===== config.mk =====
export PLATFORM = sky130hd
export DESIGN_NAME = noc_port_rr_arbiter4
export DESIGN_NICKNAME = d
export VERILOG_FILES = /design/src/rtl/noc_port_rr_arbiter4_pkg.sv /design/src/rtl/noc_port_rr_arbiter4_pick4.sv /design/src/rtl/noc_port_rr_arbiter4.sv
export SDC_FILE = /design/constraint.sdc
export NUM_CORES = 1
export LEC_CHECK = 0
export ABC_AREA = 1
export CAP_MARGIN = 40
export CELL_PAD_IN_SITES_DETAIL_PLACEMENT = 1
export CELL_PAD_IN_SITES_GLOBAL_PLACEMENT = 2
export CORE_MARGIN = 1
export CORE_UTILIZATION = 24
export CTS_CLUSTER_DIAMETER = 50
export DETAILED_ROUTE_END_ITERATION = 7
export GPL_TIMING_DRIVEN = 0
export PLACE_DENSITY_LB_ADDON = 0.1
export REMOVE_ABC_BUFFERS = 1
export SLEW_MARGIN = 20
export SYNTH_ARGS = -nofsm -noshare
export SYNTH_HDL_FRONTEND = slang
export SYNTH_SLANG_ARGS = --single-unit

===== constraint.sdc =====
create_clock -name clk -period 2.33 [get_ports clk]
set_input_delay 0.466 -clock clk [delete_from_list [all_inputs] [get_ports clk]]
set_output_delay 0.466 -clock clk [all_outputs]
set_load 0.01 [all_outputs]

===== src/rtl/noc_port_rr_arbiter4_pkg.sv =====
// Shared NoC arbitration definitions: port index type, arbiter state
// encoding and the owner-to-select-vector mapping used by both the
// arbiter and the router's 4:1 output select encoder.
package noc_port_rr_arbiter4_pkg;

  typedef logic [1:0] port_idx_t;

  typedef enum logic {
    IDLE = 1'b0,
    LOCK = 1'b1
  } arb_state_e;

  // Encoder select code for an owner. Port 0 is the encoder's default leg,
  // so it maps to all zeros rather than to a one-hot code.
  function automatic logic [3:0] sel_of_owner(input port_idx_t owner);
    logic [3:0] sel;
    case (owner)
      2'd0:    sel = 4'b0000;
      2'd1:    sel = 4'b0010;
      2'd2:    sel = 4'b0100;
      2'd3:    sel = 4'b1000;
      default: sel = 4'b0000;
    endcase
    return sel;
  endfunction

  // One-hot bit for a port index.
  function automatic logic [3:0] port_onehot(input port_idx_t p);
    return 4'b0001 << p;
  endfunction

endpackage


===== src/rtl/noc_port_rr_arbiter4_pick4.sv =====
// noc_rr_pick4: combinational round-robin search over four requests.
// Search order is ptr, ptr+1, ptr+2, ptr+3 (mod 4); first set bit wins.
module noc_rr_pick4
  import noc_port_rr_arbiter4_pkg::*;
(
  input  logic [3:0] req,
  input  port_idx_t  ptr,
  output logic       found,
  output port_idx_t  winner
);

  // Walk the rotated order from farthest to nearest so the nearest hit wins.
  always_comb begin
    port_idx_t idx;
    found  = 1'b0;
    winner = ptr;
    idx    = ptr;
    for (int k = 3; k >= 0; k--) begin
      idx    = ptr + port_idx_t'(k);
      found  = found | req[idx];
      winner = req[idx] ? idx : winner;
    end
  end

endmodule


===== src/rtl/noc_port_rr_arbiter4.sv =====
// noc_port_rr_arbiter4: four-input round-robin arbiter for one NoC output
// port. Holds the winning input until its packet ends and re-arbitrates in
// the same cycle as the release, so consecutive packets have no bubble.
// Optional feature macro: NOC_ARB_PKT_LOCK_EN enables packet locking with a
// flit-count limit and sticky pkt_err; without it every transferred flit
// ends the grant (per-flit round robin).
module noc_port_rr_arbiter4
  import noc_port_rr_arbiter4_pkg::*;
#(
  parameter int MAX_PKT_FLITS = 16,
  parameter int CNT_W         = $clog2(MAX_PKT_FLITS + 1)
) (
  input  logic       clk,
  input  logic       rst_n,
  input  logic [3:0] req,
  input  logic [3:0] tail,
  input  logic       out_ready,
  output logic [3:0] sel_vec,
  output logic       grant_vld,
  output logic [3:0] in_ready,
  output logic       pkt_err
);

  arb_state_e state_r, state_nxt_s;
  port_idx_t  ptr_r, ptr_nxt_s;
  port_idx_t  owner_r, owner_nxt_s;
  logic       grant_vld_r;
  logic [3:0] sel_vec_r;

  logic       fire_s;
  logic       rel_s;
  logic [3:0] pick_req_s;
  port_idx_t  pick_ptr_s;
  logic       found_s;
  port_idx_t  winner_s;

  assign in_ready = (grant_vld_r & out_ready) ? port_onehot(owner_r) : 4'b0000;
  assign fire_s   = req[owner_r] & in_ready[owner_r];

  // While locked, the search is set up for a release this cycle: pointer
  // just past the owner and the owner's own request masked out.
  assign pick_req_s = grant_vld_r ? (req & ~port_onehot(owner_r)) : req;
  assign pick_ptr_s = grant_vld_r ? port_idx_t'(owner_r + 2'd1) : ptr_r;

  noc_rr_pick4 u_pick (
    .req    (pick_req_s),
    .ptr    (pick_ptr_s),
    .found  (found_s),
    .winner (winner_s)
  );

`ifdef NOC_ARB_PKT_LOCK_EN
  localparam logic [CNT_W-1:0] CNT_LAST = CNT_W'(MAX_PKT_FLITS - 1);

  logic [CNT_W-1:0] cnt_r;
  logic             pkt_err_r;
  logic             force_s;

  assign rel_s   = fire_s & (tail[owner_r] | (cnt_r == CNT_LAST));
  assign force_s = fire_s & ~tail[owner_r] & (cnt_r == CNT_LAST);
  assign pkt_err = pkt_err_r;

  // Flit counter: counts fires of the current packet, cleared on release.
  always_ff @(posedge clk or negedge rst_n) begin
    if (!rst_n) begin
      cnt_r <= {CNT_W{1'b0}};
    end else if (rel_s) begin
      cnt_r <= {CNT_W{1'b0}};
    end else if (fire_s) begin
      cnt_r <= cnt_r + CNT_W'(1);
    end else begin
      cnt_r <= cnt_r;
    end
  end

  // Sticky error flag for packets cut off at the flit limit.
  always_ff @(posedge clk or negedge rst_n) begin
    if (!rst_n) begin
      pkt_err_r <= 1'b0;
    end else begin
      pkt_err_r <= pkt_err_r | force_s;
    end
  end
`else
  logic unused_ok_s;

  assign rel_s       = fire_s;
  assign pkt_err     = 1'b0;
  assign unused_ok_s = ^{tail, 32'(MAX_PKT_FLITS), 32'(CNT_W)};
`endif

  // Next owner/pointer/state: grant from IDLE, or release and re-arbitrate.
  always_comb begin
    state_nxt_s = state_r;
    ptr_nxt_s   = ptr_r;
    owner_nxt_s = owner_r;
    case (state_r)
      IDLE: begin
        if (found_s) begin
          state_nxt_s = LOCK;
          owner_nxt_s = winner_s;
        end else begin
          state_nxt_s = IDLE;
        end
      end
      LOCK: begin
        if (rel_s) begin
          ptr_nxt_s = port_idx_t'(owner_r + 2'd1);
          if (found_s) begin
            state_nxt_s = LOCK;
            owner_nxt_s = winner_s;
          end else begin
            state_nxt_s = IDLE;
          end
        end else begin
          state_nxt_s = LOCK;
        end
      end
      default: begin
        state_nxt_s = IDLE;
      end
    endcase
  end

  // State register plus registered grant outputs derived from next state.
  always_ff @(posedge clk or negedge rst_n) begin
    if (!rst_n) begin
      state_r     <= IDLE;
      ptr_r       <= 2'd0;
      owner_r     <= 2'd0;
      grant_vld_r <= 1'b0;
      sel_vec_r   <= 4'b0000;
    end else begin
      state_r     <= state_nxt_s;
      ptr_r       <= ptr_nxt_s;
      owner_r     <= owner_nxt_s;
      grant_vld_r <= (state_nxt_s == LOCK);
      sel_vec_r   <= (state_nxt_s == LOCK) ? sel_of_owner(owner_nxt_s) : 4'b0000;
    end
  end

  assign grant_vld = grant_vld_r;
  assign sel_vec   = sel_vec_r;

endmodule


==> metrics <==
drt first pass iters=3; CTS tree=done; clk sink count=8; total track usage=0.141; Synth top area share=0.249; Ys Warns=0; critical path's top delay family=buffers and inverters; simple-gate share of the synthesized area=0.505; initial DRC count=31; layout cells sized above 1=0.207; Synth area leaders=nand2_1 25%, dfrtp_1 24%, inv_1 8.6%, nand3_1 7.3%, ha_1 6.0%; number of enable flip-flop cells after synthesis=0; CTS Buf Count=3; P_leak=0.563 nW; endpoints failing setup=0; Post-synth top flop=dfrtp_1; Antenna Cells=0; initial core utilization=0.263; via density per instance=4.40; RSZ-0062 raised after global routing=false; critical path, cell by cell=clkdlybuf4s50_1 > nand2_4 > nor2_2 > clkdlybuf4s50_1; main combinational cell family by area after synthesis=simple AND/OR/NAND/NOR gates; worst min path class=input pin to asynchronous set/reset pin; Detailed Route WL=2150 um; CP Capture Type=primary output; register bit total from synthesis=8; Placed Area=1000 um^2; CP required=1860 ps; gpl congestion=0.691; Buffers & Inverters on Critical Path=2; crit start category=input pin; wire length per cell=11.1 um; crit path DAT=1750 ps; dpl hpwl=1870 um; Post-synth top cells=55 x nand2_1, 19 x inv_1, 12 x nand3_1, 8 x dfrtp_1, 7 x nand2_2; Setup TNS=0 ps; placed insts=190; Rows=20; Async SR Flop Fraction=1.00; Compound-Gate Fraction of Synth Area=0.0619; clock latency on the worst-skew pair=240 ps; CP max FO=4; sequential share of the synthesized area=0.242; Worst Skew=5.24 ps; fin. max-slew vios=0; fin crit share=0.949; maximum VDD drop=0.000542 V; DIE WIDTH=60.7 um; H-tree Lvls=1; total chip power=1.79 mW; DRT antenna net count=0; pin count of the biggest net entering global routing=16; Critical Path Most Common Cell=clkdlybuf4s50_1; Max Cap Violations=0; Die Footprint=3690 um^2; Die H=60.7 um; I/O Buffers=14; GR Util met3=0.00853; area leader, netlist=nand2_1; Clock transition at path regs=50 ps; Slowest cell on crit path=clkdlybuf4s50_1; core area=3150 um^2; post-layout minimum cycle time=2210 ps; grt ovf=0; adder-cell share of the synthesized area=0.0604; kind of critical path=input pin to primary output; Max Fclk=452 MHz; GR Util met2=0.257; vias=853; cell area after synthesis=828 um^2; post-synthesis cell count=134; number of global-route vias before repair=904; # IOs=21; status=finished clean; syn avg cell area=6.18 um^2; GRT met1 Usage=0.176; Layout Nets=167; first-pass GRT wire length=3950 um; Power Dens Cells=1700 nW/um^2; DRC Markers=0; Top Usage Layer GRT=met2; clock buffer depth=2; Hold Fails Final Rpt=0; crit-path max cell delay=560 ps; Clock Tree Root=clkbuf_4; Post-CTS Hold Buffers=0; non-filler cells, final=194; post-route design area=1050 um^2; count leader, synth=nand2_1; post-synthesis mux area share=0; Post-Synth XOR/XNOR Area=0; synth-to-layout area growth=27.2%; initial antenna violation count=0; synth unique cells=22
==> state kept, by name, indices dropped and copies added, names as in the netlist <==
name and flops:
ptr_r 2, grant_vld 1, owner_r 2, sel_vec 3
==> repair_timing <==
item | 4_1_cts | 5_1_grt
pin swaps | 0 | 1
endpoints found under the setup margin | 1 | 9
buffers inserted | 0 | 1
gates resized for setup | 1 | 8
==> path summary, 6_finish.rpt <==
kind | slack, ps | depth (start not counted) | startpoint | end
worst max-delay path | 120 | 4 | out_ready | in_ready[1]
worst min-delay path | 490 | 1 | rst_n | sel_vec[3]$_DFF_PN0_
worst max register to register | 260 | 14 | owner_r[1]$_DFF_PN0_ | sel_vec[1]$_DFF_PN0_
worst min register to register | 520 | 2 | ptr_r[1]$_DFFE_PN0P_ | ptr_r[1]$_DFFE_PN0P_
max in group asynchronous | 1560 | 1 | rst_n | owner_r[0]$_DFF_PN0_
min in group clk | 520 | 2 | ptr_r[1]$_DFFE_PN0P_ | ptr_r[1]$_DFFE_PN0P_
==> through the flow <==
step,utilization,hold WS [ps],worst slack [ps]
2_1_floorplan,-,170,404
3_3_place_gp,0.317,503,81.8
3_5_place_dp,0.317,510,24.1
4_1_cts,0.325,497,41.2
5_1_grt,0.334,523,9.69
6_report,0.334,488,119
==> area by class of cell <==
cell class	instances	area (um^2)
multi-input cells	103	543
fillers	434	2100
inverters	21	81.3
clock buffers	3	22.5
flip-flops and latches	8	204
well taps	44	55.1
repair buffers	15	148
==> worst register-to-register path: cells and delay by family, from the launching register on <==
kind | cells | cell delay (ps)
compound gates | 2 | 360
fa+ha+maj | 1 | 240
buf+inv | 2 | 190
flops | 1 | 440
simple gates | 9 | 720
==> kinds of logic (layout without fill, tap and decap cells) <==
kind of cell,Yosys count,in the layout
AO/OA/AOI/OAI,8,8
adder cells (fa/ha/maj),4,4
buffers and inverters,24,39
flip-flops,8,8
other,1,2
AND/OR/NAND/NOR,89,89
==> routing by layer <==
metal  up-vias  share of wire
li1        439              -
met1       398           0.46
met2        14           0.51
met3         2          0.023
met4         0         0.0070
met5         -              0
==> power by group <==
part           total [mW]  internal, mW  switching [mW]
Clock               0.100        0.0586          0.0418
Sequential          0.261         0.206          0.0548
Combinational        1.43         0.513           0.912
==> cells in the final DEF (no fill, tap or decap), drive strengths merged <==
cell,instances
nand2,63
inv,20
nand3,15
clkdlybuf4s50,14
nor2,10
dfrtp,8
ha,4
o21ai,4
clkbuf,3
conb,2
a21oi,2
a21boi,1
clkinv,1
a31oi,1
nand4,1
buf,1
No activity file was read; power rests on OpenSTA's default activity.
